===== config.mk =====
export PLATFORM = sky130hd
export DESIGN_NAME = nibble_mem_arbiter
export DESIGN_NICKNAME = d
export VERILOG_FILES = /design/src/rtl/nibble_mem_arbiter.sv
export SDC_FILE = /design/constraint.sdc
export NUM_CORES = 1
export LEC_CHECK = 0
export ABC_AREA = 1
export BUFFER_PORTS_ARGS = -buffer_cell sky130_fd_sc_hd__buf_2
export CORE_MARGIN = 4
export CORE_UTILIZATION = 45
export DETAILED_ROUTE_END_ITERATION = 10
export PLACE_DENSITY_LB_ADDON = 0.25
export REMOVE_ABC_BUFFERS = 1
export SLEW_MARGIN = 20
export SYNTH_ARGS = -nofsm -noshare
export SYNTH_HDL_FRONTEND = slang
export SYNTH_SLANG_ARGS = --single-unit

===== constraint.sdc =====
create_clock -name clk -period 1.4 [get_ports clk]
set_input_delay 0.07 -clock clk [delete_from_list [all_inputs] [get_ports clk]]
set_output_delay 0.07 -clock clk [all_outputs]
set_load 0.02 [all_outputs]

===== src/rtl/nibble_mem_arbiter.sv =====
// Two-requester arbiter owning the address/write port of a 64x4 nibble scratch memory.
// Define MEM_CLEAR_EN to build the post-reset sequencer that zeroes every nibble before serving.
module nibble_mem_arbiter #(
  parameter int unsigned AW         = 6,
  parameter int unsigned DW         = 4,
  parameter bit          PRIO_FIXED = 1'b0
) (
  input  logic          clk,
  input  logic          rst,
  input  logic          a_valid,
  output logic          a_ready,
  input  logic          a_we,
  input  logic [AW-1:0] a_addr,
  input  logic [DW-1:0] a_wdata,
  output logic          a_rsp_valid,
  output logic [DW-1:0] a_rsp_data,
  input  logic          b_valid,
  output logic          b_ready,
  input  logic          b_we,
  input  logic [AW-1:0] b_addr,
  input  logic [DW-1:0] b_wdata,
  output logic          b_rsp_valid,
  output logic [DW-1:0] b_rsp_data,
  output logic [AW-1:0] mem_addr,
  output logic          mem_we,
  output logic [DW-1:0] mem_wdata,
  input  logic [DW-1:0] mem_rdata,
  output logic          clear_done
);

  logic          clear_done_q;
  logic          pref_b_q;
  logic [AW-1:0] addr_q;
  logic [DW-1:0] wdata_q;
  logic          a_rsp_valid_q, b_rsp_valid_q;
  logic [DW-1:0] a_rsp_data_q, b_rsp_data_q;
  logic          a_win, b_win, a_gnt, b_gnt;

`ifdef MEM_CLEAR_EN
  typedef enum logic [0:0] {StClear, StServe} state_e;
  state_e        state_q;
  logic [AW-1:0] clr_cnt_q;
  logic          clearing;

  // Gated by rst so the clear strobe cannot appear while reset is still held.
  assign clearing = (state_q == StClear) && !rst;
`endif

  // On conflict A wins in fixed mode, otherwise whichever side the pointer favours.
  assign a_win = a_valid && (!b_valid || PRIO_FIXED || !pref_b_q);
  assign b_win = b_valid && !a_win;
  assign a_gnt = clear_done_q && a_win;
  assign b_gnt = clear_done_q && b_win;

  assign a_ready     = a_gnt;
  assign b_ready     = b_gnt;
  assign a_rsp_valid = a_rsp_valid_q;
  assign b_rsp_valid = b_rsp_valid_q;
  assign a_rsp_data  = a_rsp_data_q;
  assign b_rsp_data  = b_rsp_data_q;
  assign clear_done  = clear_done_q;

  always_comb begin
    mem_addr  = addr_q;
    mem_we    = 1'b0;
    mem_wdata = wdata_q;
    if (a_gnt) begin
      mem_addr  = a_addr;
      mem_we    = a_we;
      mem_wdata = a_wdata;
    end else if (b_gnt) begin
      mem_addr  = b_addr;
      mem_we    = b_we;
      mem_wdata = b_wdata;
    end
`ifdef MEM_CLEAR_EN
    else if (clearing) begin
      mem_addr  = clr_cnt_q;
      mem_we    = 1'b1;
      mem_wdata = '0;
    end
`endif
  end

  always_ff @(posedge clk or posedge rst) begin
    if (rst) begin
      clear_done_q  <= 1'b0;
      pref_b_q      <= 1'b0;
      addr_q        <= '0;
      wdata_q       <= '0;
      a_rsp_valid_q <= 1'b0;
      b_rsp_valid_q <= 1'b0;
      a_rsp_data_q  <= '0;
      b_rsp_data_q  <= '0;
`ifdef MEM_CLEAR_EN
      state_q       <= StClear;
      clr_cnt_q     <= '0;
`endif
    end else begin
      a_rsp_valid_q <= a_gnt;
      b_rsp_valid_q <= b_gnt;
      if (a_gnt) a_rsp_data_q <= mem_rdata;
      if (b_gnt) b_rsp_data_q <= mem_rdata;
      // Pointer moves only on a grant, so a lone requester keeps winning.
      if (a_gnt) begin
        pref_b_q <= 1'b1;
      end else if (b_gnt) begin
        pref_b_q <= 1'b0;
      end
      addr_q  <= mem_addr;
      wdata_q <= mem_wdata;
`ifdef MEM_CLEAR_EN
      unique case (state_q)
        StClear: begin
          clr_cnt_q <= clr_cnt_q + AW'(1);
          if (clr_cnt_q == '1) begin
            state_q      <= StServe;
            clear_done_q <= 1'b1;
          end
        end
        StServe: clear_done_q <= 1'b1;
      endcase
`else
      clear_done_q <= 1'b1;
`endif
    end
  end

endmodule


# --- Yosys cells after proc, flatten, opt, wreduce, memory -nomap -nowiden ---
# Cells that the tools add are included.
totals:
  regBits: 22
  out_inout_bits: 24
  elab_cells: 25
op_classes:
  n_mux: 8
  n_reduce_logical: 9
ops:
  columns: ["cell", "count"]
  rows:
  - ["$mux W6", 2]
  - ["$mux W4", 2]
  - ["$logic_and A1 B1 Y1", 4]
  - ["$mux W1", 4]
  - ["$logic_not A1 Y1", 3]
  - ["$reduce_bool A2 Y1", 1]
  - ["$logic_or A1 B1 Y1", 1]

# --- Depth between registers and ports, before layout ---
# Gate-level depths: netlist of the first run.
depth:
  word_depth: 8
  mapped_depth: 7
  depth_no_buf: 6

# --- Worst setup path before layout of the first run ---
# OpenSTA, ideal clock, no wires.
synth_timing:
  path_type: "register to register"
  startpoint: "register clear_done_q, in the netlist clear_done"
  endpoint: "register addr_q[0]"
  setup_time_ns: 0.175
  arrival_ns: 1.078
  t_required_ns: 1.225
  slack_ns: 0.147
  path_stages_with_launch: 7
  path_buffers: 1
  synth_period_minus_slack_ns: 1.253
  cell_sequence: "dfrtp_1 -> nand2_2 -> inv_2 -> buf_6 -> nand3b_1 -> nand2_1 -> nand2_1"
synth_via:
  elab_chain_cells: 3
  word_cells_on_any_way: 4
  cone_classes: "2 x mux; 2 x reduce/logical"
synth_rtl:
  columns: ["item", "line_no", "rtl"]
  rows:
  - ["start, declared", "31", "logic clear_done_q;"]
  - ["start signal, assigned", "87", "clear_done_q <= 1'b0;"]
  - ["start signal, assigned", "124", "clear_done_q <= 1'b1;"]
  - ["$logic_and A1 B1 Y1", "53", "assign b_gnt = clear_done_q && b_win;"]
  - ["$mux W6", "71", "end else if (b_gnt) begin"]
  - ["$mux W6 (*)", "67", "if (a_gnt) begin"]
  - ["named net mem_addr[0]", "24", "output logic [AW-1:0] mem_addr,"]
  - ["end signal, assigned", "110", "addr_q <= mem_addr;"]
  - ["end, declared", "33", "logic [AW-1:0] addr_q;"]
# Mark *: on every way through the listed nets, which the timed path passes. The rest lies on a longest branch.
# A chain may end at the register's enable or synchronous reset.

# --- Worst setup path after layout of the first run ---
layout_timing:
  startpoint: "register clear_done_q, in the netlist clear_done"
  endpoint: "output mem_addr[0]"
layout_via:
  elab_chain_cells: 3
  word_cells_on_any_way: 4
  cone_classes: "2 x mux; 2 x reduce/logical"
layout_rtl:
  columns: ["item", "line_no"]
  rows:
  - ["$logic_and A1 B1 Y1", "53"]
  - ["$mux W6", "71"]
  - ["$mux W6 (*)", "67"]
  - ["end, declared", "24"]
# Mark *: on every way between the ends. The rest lies on a longest branch, timed or not.

==> impl_summary.log, run 1 <==
INFO  metric outcome = finished with violations
INFO  metric failed_checks = setup timing
INFO  metric netlist-cell-type-count = 11
INFO  metric timing.critical_path.from_type = flip-flop
INFO  metric r2r_end = a_rsp_data[0]
INFO  metric ys_async_sr_fraction = between 90% and 100%
INFO  metric r2r.worst_path.cells = 7
INFO  metric ys_seq_area_share = 49.4%
INFO  metric crit_fanout = 5
INFO  metric dp_hpwl = between 2000 and 2500 um
INFO  metric layout.area.seq = ~550 sq um
INFO  metric cellLeakagePower = roughly 1.1 nW
INFO  metric worst_hold_path_type = in -> reg
INFO  metric via_count_of_the_first_global_routing_pass = 1,203
INFO  metric dp_worst_setup_slack = 106 ps
INFO  metric min_period = ~1600 ps
INFO  metric final_layout_size_suffix_gt1_share = between 40% and 50%
INFO  metric maximum_clock_insertion_buffer_count = 2
INFO  metric drt_first_iter_violations = 25
INFO  metric finalHoldViolCount = 0
INFO  metric slew_viol_final = 0
INFO  metric synth_cells = roughly 150
INFO  metric yosys-top-cells-area = sky130_fd_sc_hd__dfrtp_1 49%, sky130_fd_sc_hd__nand2_1 27%, sky130_fd_sc_hd__nand3b_1 6.7%
INFO  metric die_area = around 3300 sq um
INFO  metric final.hold.worst_slack = 76.8 ps
INFO  metric yosys.area_share.adder = 0%
INFO  metric final.period_utilization = 111%
INFO  metric r2r_slack = 70 ps
INFO  metric design.final.nets = ~260
INFO  metric share_of_synthesized_cell_area_in_and_or_nand_and_nor_gates = between 30 and 40%
INFO  metric drt-total-wl = 3300 um
INFO  metric number_of_antenna_violations_at_the_first_check_in_global_routing = 0
INFO  metric grt_max_degree = 23
INFO  metric ys_seq_elements = 22
INFO  metric cp_data_arrival_time = between 1000 and 1500 ps
INFO  metric ys.warnings.count = 0
INFO  metric multi_input_gate_area_in_the_final_layout = 483 sq um
INFO  metric fp-row-count = 17
INFO  metric hold_path_depth = 4
INFO  metric dr_total_vias = roughly 1,200
INFO  metric post_synth_instance_area = approximately 1100 sq um
INFO  metric groute.usage.overall = around a fifth
INFO  metric core-area = between 2000 and 2500 sq um
INFO  metric route.detailed.vias_per_inst = 4.65
INFO  metric detail-route-antenna-nets = 0
INFO  metric num_antenna_cells = 0
INFO  metric power_density = a little over 1000 nW/um^2
INFO  metric wire_length_of_the_first_global_routing_pass = a little over 5000 um
INFO  metric clock_tree.root_cell = sky130_fd_sc_hd__clkbuf_4
INFO  metric regToRegStartpoint = clear_done
INFO  metric count_of_unresolved_drc_violations_after_routing = 0
INFO  metric largest_family_of_logic_cells_by_synthesized_area = simple AND/OR/NAND/NOR gates
INFO  metric worst_ir_drop_vdd = 0.934 mV
INFO  metric holdPathEnd = wdata_q[1]
INFO  metric n_fill_cell = approximately 160
INFO  metric worst_setup_hold_path_clk_slew = roughly 120 ps
INFO  metric clock_net_sink_count = 22
INFO  metric setup_slack = -157 ps
INFO  metric fmax = between 0.6 and 0.7 GHz
INFO  metric post-synth-top-area-fraction = about half
INFO  metric initial_utilization = slightly below 50%
INFO  metric routed_wire_length_per_instance = roughly 13 um
INFO  metric clock_insertion_delay_worst_skew = between 300 and 400 ps
INFO  metric setup.worst_path.end_class = output port
INFO  metric grt_overflow_total = 0
INFO  metric die_x = a little under 60 um
INFO  metric grt_setup_unrepaired = true
INFO  metric syn_area_per_cell = between 7 and 8 sq um
INFO  metric min_from = b_wdata[1]
INFO  metric floorplan.die.height = just under 60 um
INFO  metric worstSetupPathType = reg -> out
INFO  metric synthXorXnorAreaFrac = 0%
INFO  metric synth-edff-count = 0
INFO  metric share_of_the_synthesized_area_in_compound_gates_ao_oa_aoi_oai = 0%
INFO  metric biggest_area_consumer_among_synthesized_cells = sky130_fd_sc_hd__dfrtp_1
INFO  metric gp_congestion = 0.834
INFO  metric synthMostInstantiatedCell = sky130_fd_sc_hd__nand2_1
INFO  metric worst_clock_skew_on_the_final_layout = 11.4 ps
INFO  metric drv.max_cap_violation_count = 0
INFO  metric portBuffers = 53
INFO  metric drt-pass1-iter-count = 4
INFO  metric ys.flop_type = sky130_fd_sc_hd__dfrtp_1
INFO  metric tritoncts = built
INFO  metric boundaryPins = between 50 and 60
INFO  metric synth.mux.area_fraction = 0%
INFO  metric synth_commonest_cells = 80 x sky130_fd_sc_hd__nand2_1, 22 x sky130_fd_sc_hd__dfrtp_1, 18 x sky130_fd_sc_hd__inv_1
INFO  metric synthToLayoutAreaGrowth = 59.4%
INFO  metric finalSetupViolCount = 12
INFO  metric cts-buffers-inserted = 3
INFO  metric h-tree-depth = 1
INFO  metric crit_required = roughly 1300 ps
-- how the worst max path moves through the flow --
stage	slack (ps)	cells past startpoint	endpoint	from
floorplan	-8	6	mem_we	clear_done
global placement	170	6	mem_addr[5]	pref_b_q
detailed placement	110	6	mem_addr[5]	pref_b_q
CTS	-160	7	mem_wdata[3]	pref_b_q
global route	-260	7	mem_addr[5]	pref_b_q
finish	-160	8	mem_addr[0]	clear_done
-- repair_timing --
action | in CTS | in global routing
hold buffers | 14 | 0
hold endpoints to repair | 39 | 0
gates cloned | 2 | 1
resized for setup | 18 | 35
pin swaps | 2 | 12
endpoints found under the setup margin | 13 | 13
buffers inserted | 7 | 3
-- flip-flops by register name, summed over array words and instances (netlist names) --
register and count:
a_rsp_valid 1, clear_done 1, a_rsp_data 4, addr_q 6, pref_b_q 1, b_rsp_valid 1
wdata_q 4, b_rsp_data 4
-- power by group --
group	leakage, nW	switching, mW	internal [mW]
clock network	0.0138	0.184	0.101
registers	0.263	0.0462	0.735
logic	0.779	0.423	0.326
total	1.06	0.653	1.16
-- worst max-delay path: stages (launching register included) --
cell	delay [ps]
sky130_fd_sc_hd__dfrtp_2	440
sky130_fd_sc_hd__nand2_2	110
sky130_fd_sc_hd__buf_2	180
sky130_fd_sc_hd__nand2_1	90
sky130_fd_sc_hd__nand2_2	70
sky130_fd_sc_hd__inv_2	30
sky130_fd_sc_hd__nand2_1	50
sky130_fd_sc_hd__nand2_1	70
sky130_fd_sc_hd__buf_6	130
-- cell families after synthesis --
group / Yosys count
DFF: 22
other: 1
buffers and inverters: 29
and+or+nand+nor: 94
-- routing by layer --
| layer | share of wire (%) | global-route usage, % | vias up |
|---|---|---|---|
| met5 | 0 | 0 | - |
| met4 | 1.4 | 6.95 | 0 |
| met3 | 6.6 | 4.45 | 5 |
| met2 | 51 | 36.8 | 41 |
| met1 | 41 | 23.2 | 547 |
| li1 | - | - | 593 |
-- cells in the final DEF, fill, tap and decap left out --
master / count
sky130_fd_sc_hd__inv_2: 6
sky130_fd_sc_hd__inv_8: 1
sky130_fd_sc_hd__dfrtp_1: 21
sky130_fd_sc_hd__inv_1: 16
sky130_fd_sc_hd__nand3_4: 1
sky130_fd_sc_hd__dlygate4sd3_1: 14
sky130_fd_sc_hd__inv_4: 2
sky130_fd_sc_hd__clkbuf_4: 3
sky130_fd_sc_hd__buf_2: 41
sky130_fd_sc_hd__dfrtp_2: 1
sky130_fd_sc_hd__conb_1: 1
sky130_fd_sc_hd__buf_6: 10
sky130_fd_sc_hd__nand2_1: 61
sky130_fd_sc_hd__nand2_2: 20
sky130_fd_sc_hd__nand2_4: 2
sky130_fd_sc_hd__buf_4: 16
sky130_fd_sc_hd__nand3_2: 1
sky130_fd_sc_hd__nand3b_1: 10
-- through the flow --
step,cells,power (mW),setup TNS [ps],utilization [%],instance area (sq um)
after floorplan,141,1.13,-7.64,-,1060
after global placement,225,1.33,0,60.7,1380
after detailed placement,225,1.34,0,60.7,1380
after CTS,251,1.72,-1630,72.8,1660
after global routing,255,1.94,-2760,78.1,1780
final,255,1.81,-1460,78.1,1780
-- final cells by class --
cell class	instances	area share [%]
repair buffers	81	32.5
flip-flops and latches	22	31.1
multi-input cells	96	27.2
inverters	24	5.63
well taps	28	1.97
clock buffers	3	1.27
repair inverters	1	0.352
Note: power is estimated with default switching activity, not from simulation.
==> inputs of run 2 (changes only) <==
clock period = 1.6 ns   (was 1.4 ns; I/O delays follow)
==> impl_summary.log, run 2 (synthesis gave the netlist of run 1 again) <==
INFO  metric final.hold.worst_slack = ~21 ps
INFO  metric regToRegStartpoint = clear_done
INFO  metric grt_overflow_total = 0
INFO  metric multi_input_gate_area_in_the_final_layout = 475 sq um
INFO  metric fmax = ~0.63 GHz
INFO  metric dp_hpwl = between 1500 and 2000 um
INFO  metric num_antenna_cells = 0
INFO  metric wire_length_of_the_first_global_routing_pass = about 4900 um
INFO  metric core-area = ~2300 sq um
INFO  metric crit_fanout = 8
INFO  metric min_from = a_addr[0]
INFO  metric cts-buffers-inserted = 3
INFO  metric detail-route-antenna-nets = 0
INFO  metric worst_setup_hold_path_clk_slew = 130 ps
INFO  metric design.final.nets = approximately 260
INFO  metric slew_viol_final = 0
INFO  metric count_of_unresolved_drc_violations_after_routing = 0
INFO  metric n_fill_cell = ~160
INFO  metric drt-total-wl = ~3300 um
INFO  metric initial_utilization = between 40% and 50%
INFO  metric postLayoutCoreUtil = 78.6%
INFO  metric worst_ir_drop_vdd = between 0.8 and 0.9 mV
INFO  metric via_count_of_the_first_global_routing_pass = between 1,000 and 1,500
INFO  metric setup.worst_path.end_class = output port
INFO  metric largest_register_ffs = 6
INFO  metric boundaryPins = 54
INFO  metric drv.max_cap_violation_count = 0
INFO  metric layout.cells.most_common_list = 71 x sky130_fd_sc_hd__nand2_1, 46 x sky130_fd_sc_hd__buf_2, 21 x sky130_fd_sc_hd__dfrtp_1
INFO  metric cp_data_arrival_time = about 1500 ps
INFO  metric die_x = between 50 and 60 um
INFO  metric route.detailed.vias_per_inst = approximately 4.7
INFO  metric groute.usage.overall = between 10% and 20%
INFO  metric dr_total_vias = between 1,000 and 1,500
INFO  metric min_period = 1590 ps
INFO  metric floorplan.die.height = between 50 and 60 um
INFO  metric drt-pass1-iter-count = 4
INFO  metric placed_insts = between 200 and 250
INFO  metric power_density = slightly below 1000 nW/um^2
INFO  metric crit_required = between 1500 and 2000 ps
INFO  metric worst_hold_path_type = in -> reg
INFO  metric h-tree-depth = 1
INFO  metric drt_first_iter_violations = 28
INFO  metric synthToLayoutAreaGrowth = 60.4%
INFO  metric mostFrequentLayoutCell = sky130_fd_sc_hd__nand2_1
INFO  metric tritoncts = built
INFO  metric max_flop_register = addr_q
INFO  metric die_area = about 3300 sq um
INFO  metric clock_net_sink_count = 22
INFO  metric final.period_utilization = 99.3%
INFO  metric maximum_clock_insertion_buffer_count = 2
INFO  metric finalHoldViolCount = 0
INFO  metric cellLeakagePower = ~1.1 nW
INFO  metric layout.area.seq = roughly 550 sq um
INFO  metric fp-row-count = 17
INFO  metric final_layout_size_suffix_gt1_share = 39.9%
INFO  metric grt_max_degree = 23
INFO  metric grt_setup_unrepaired = true
INFO  metric routed_wire_length_per_instance = 12.9 um
INFO  metric number_of_antenna_violations_at_the_first_check_in_global_routing = 0
INFO  metric clock_tree.root_cell = sky130_fd_sc_hd__clkbuf_4
INFO  metric power.total = approximately 1.7 mW
INFO  metric outcome = finished, final reports clean
INFO  metric gp_congestion = between 0.7 and 0.8
INFO  metric clock_insertion_delay_worst_skew = a little over 300 ps
INFO  metric worstSetupPathType = reg -> out
INFO  metric fin_cells = between 200 and 300
INFO  metric portBuffers = 53
INFO  metric finalSetupViolCount = 0
INFO  metric timing.critical_path.from_type = flip-flop
INFO  metric worst_clock_skew_on_the_final_layout = around 2.5 ps
INFO  metric crit_path_start = pref_b_q
run 2: critical path, stage by stage, from the launching register on:
cell                       delay (ps)
sky130_fd_sc_hd__dfrtp_1          430
sky130_fd_sc_hd__nand2_4          110
sky130_fd_sc_hd__nand2_4          100
sky130_fd_sc_hd__buf_4            170
sky130_fd_sc_hd__nand3b_1          70
sky130_fd_sc_hd__nand2_1           50
sky130_fd_sc_hd__nand2_1           80
sky130_fd_sc_hd__buf_2            170
run 2: per-stage QoR:
step	setup slack, ps	cell area (sq um)	setup TNS [ps]
after CTS	5.15	1620	0
after global placement	326	1370	0
final	11.8	1790	0
after floorplan	182	1060	0
after detailed placement	245	1370	0
after global routing	-47.7	1790	-170
run 2: where the power goes:
| group | switching (mW) | total, mW | internal [mW] |
|---|---|---|---|
| Clock | 0.180 | 0.434 | 0.253 |
| Sequential | 0.0410 | 0.684 | 0.643 |
| Combinational | 0.354 | 0.617 | 0.263 |
| Total | 0.576 | 1.73 | 1.16 |
run 2: path summary, 6_finish.rpt:
check                                end  slack (ps)  cells after the start
setup / recovery             mem_addr[5]          10                      7
hold / removal                 addr_q[0]          20                      3
setup reg to reg           a_rsp_data[2]         280                      7
hold reg to reg            a_rsp_data[0]         500                      2
max in group asynchronous     clear_done        1030                      4
min in group asynchronous    a_rsp_valid         320                      4
run 2: layer usage:
layer	routed length [um]	global-route usage [%]	up-vias	part of all wire, %
met1	1260	21.8	542	38
met5	0	0	-	0
met4	76	6.95	0	2.3
met3	262	2.90	10	7.9
met2	1700	34.7	54	52
li1	-	-	590	-
run 2: final cells by class:
type                            count  share of cell area, %
Clock buffer                        3                   1.26
Clock inverter                      1                   1.68
Inverter                           24                   6.02
Multi-Input combinational cell     96                   26.6
Sequential cell                    22                   30.9
Tap cell                           28                   1.96
Timing Repair Buffer               82                   31.6
run 2: what timing repair did:
action                                  4_1_cts  5_1_grt
hold buffers                                 13        1
cloned                                        1        1
hold endpoints to repair                     38        1
buffers inserted                              4        8
pin swaps                                     0        3
endpoints found under the setup margin       12       11
gates resized for setup                       7       30
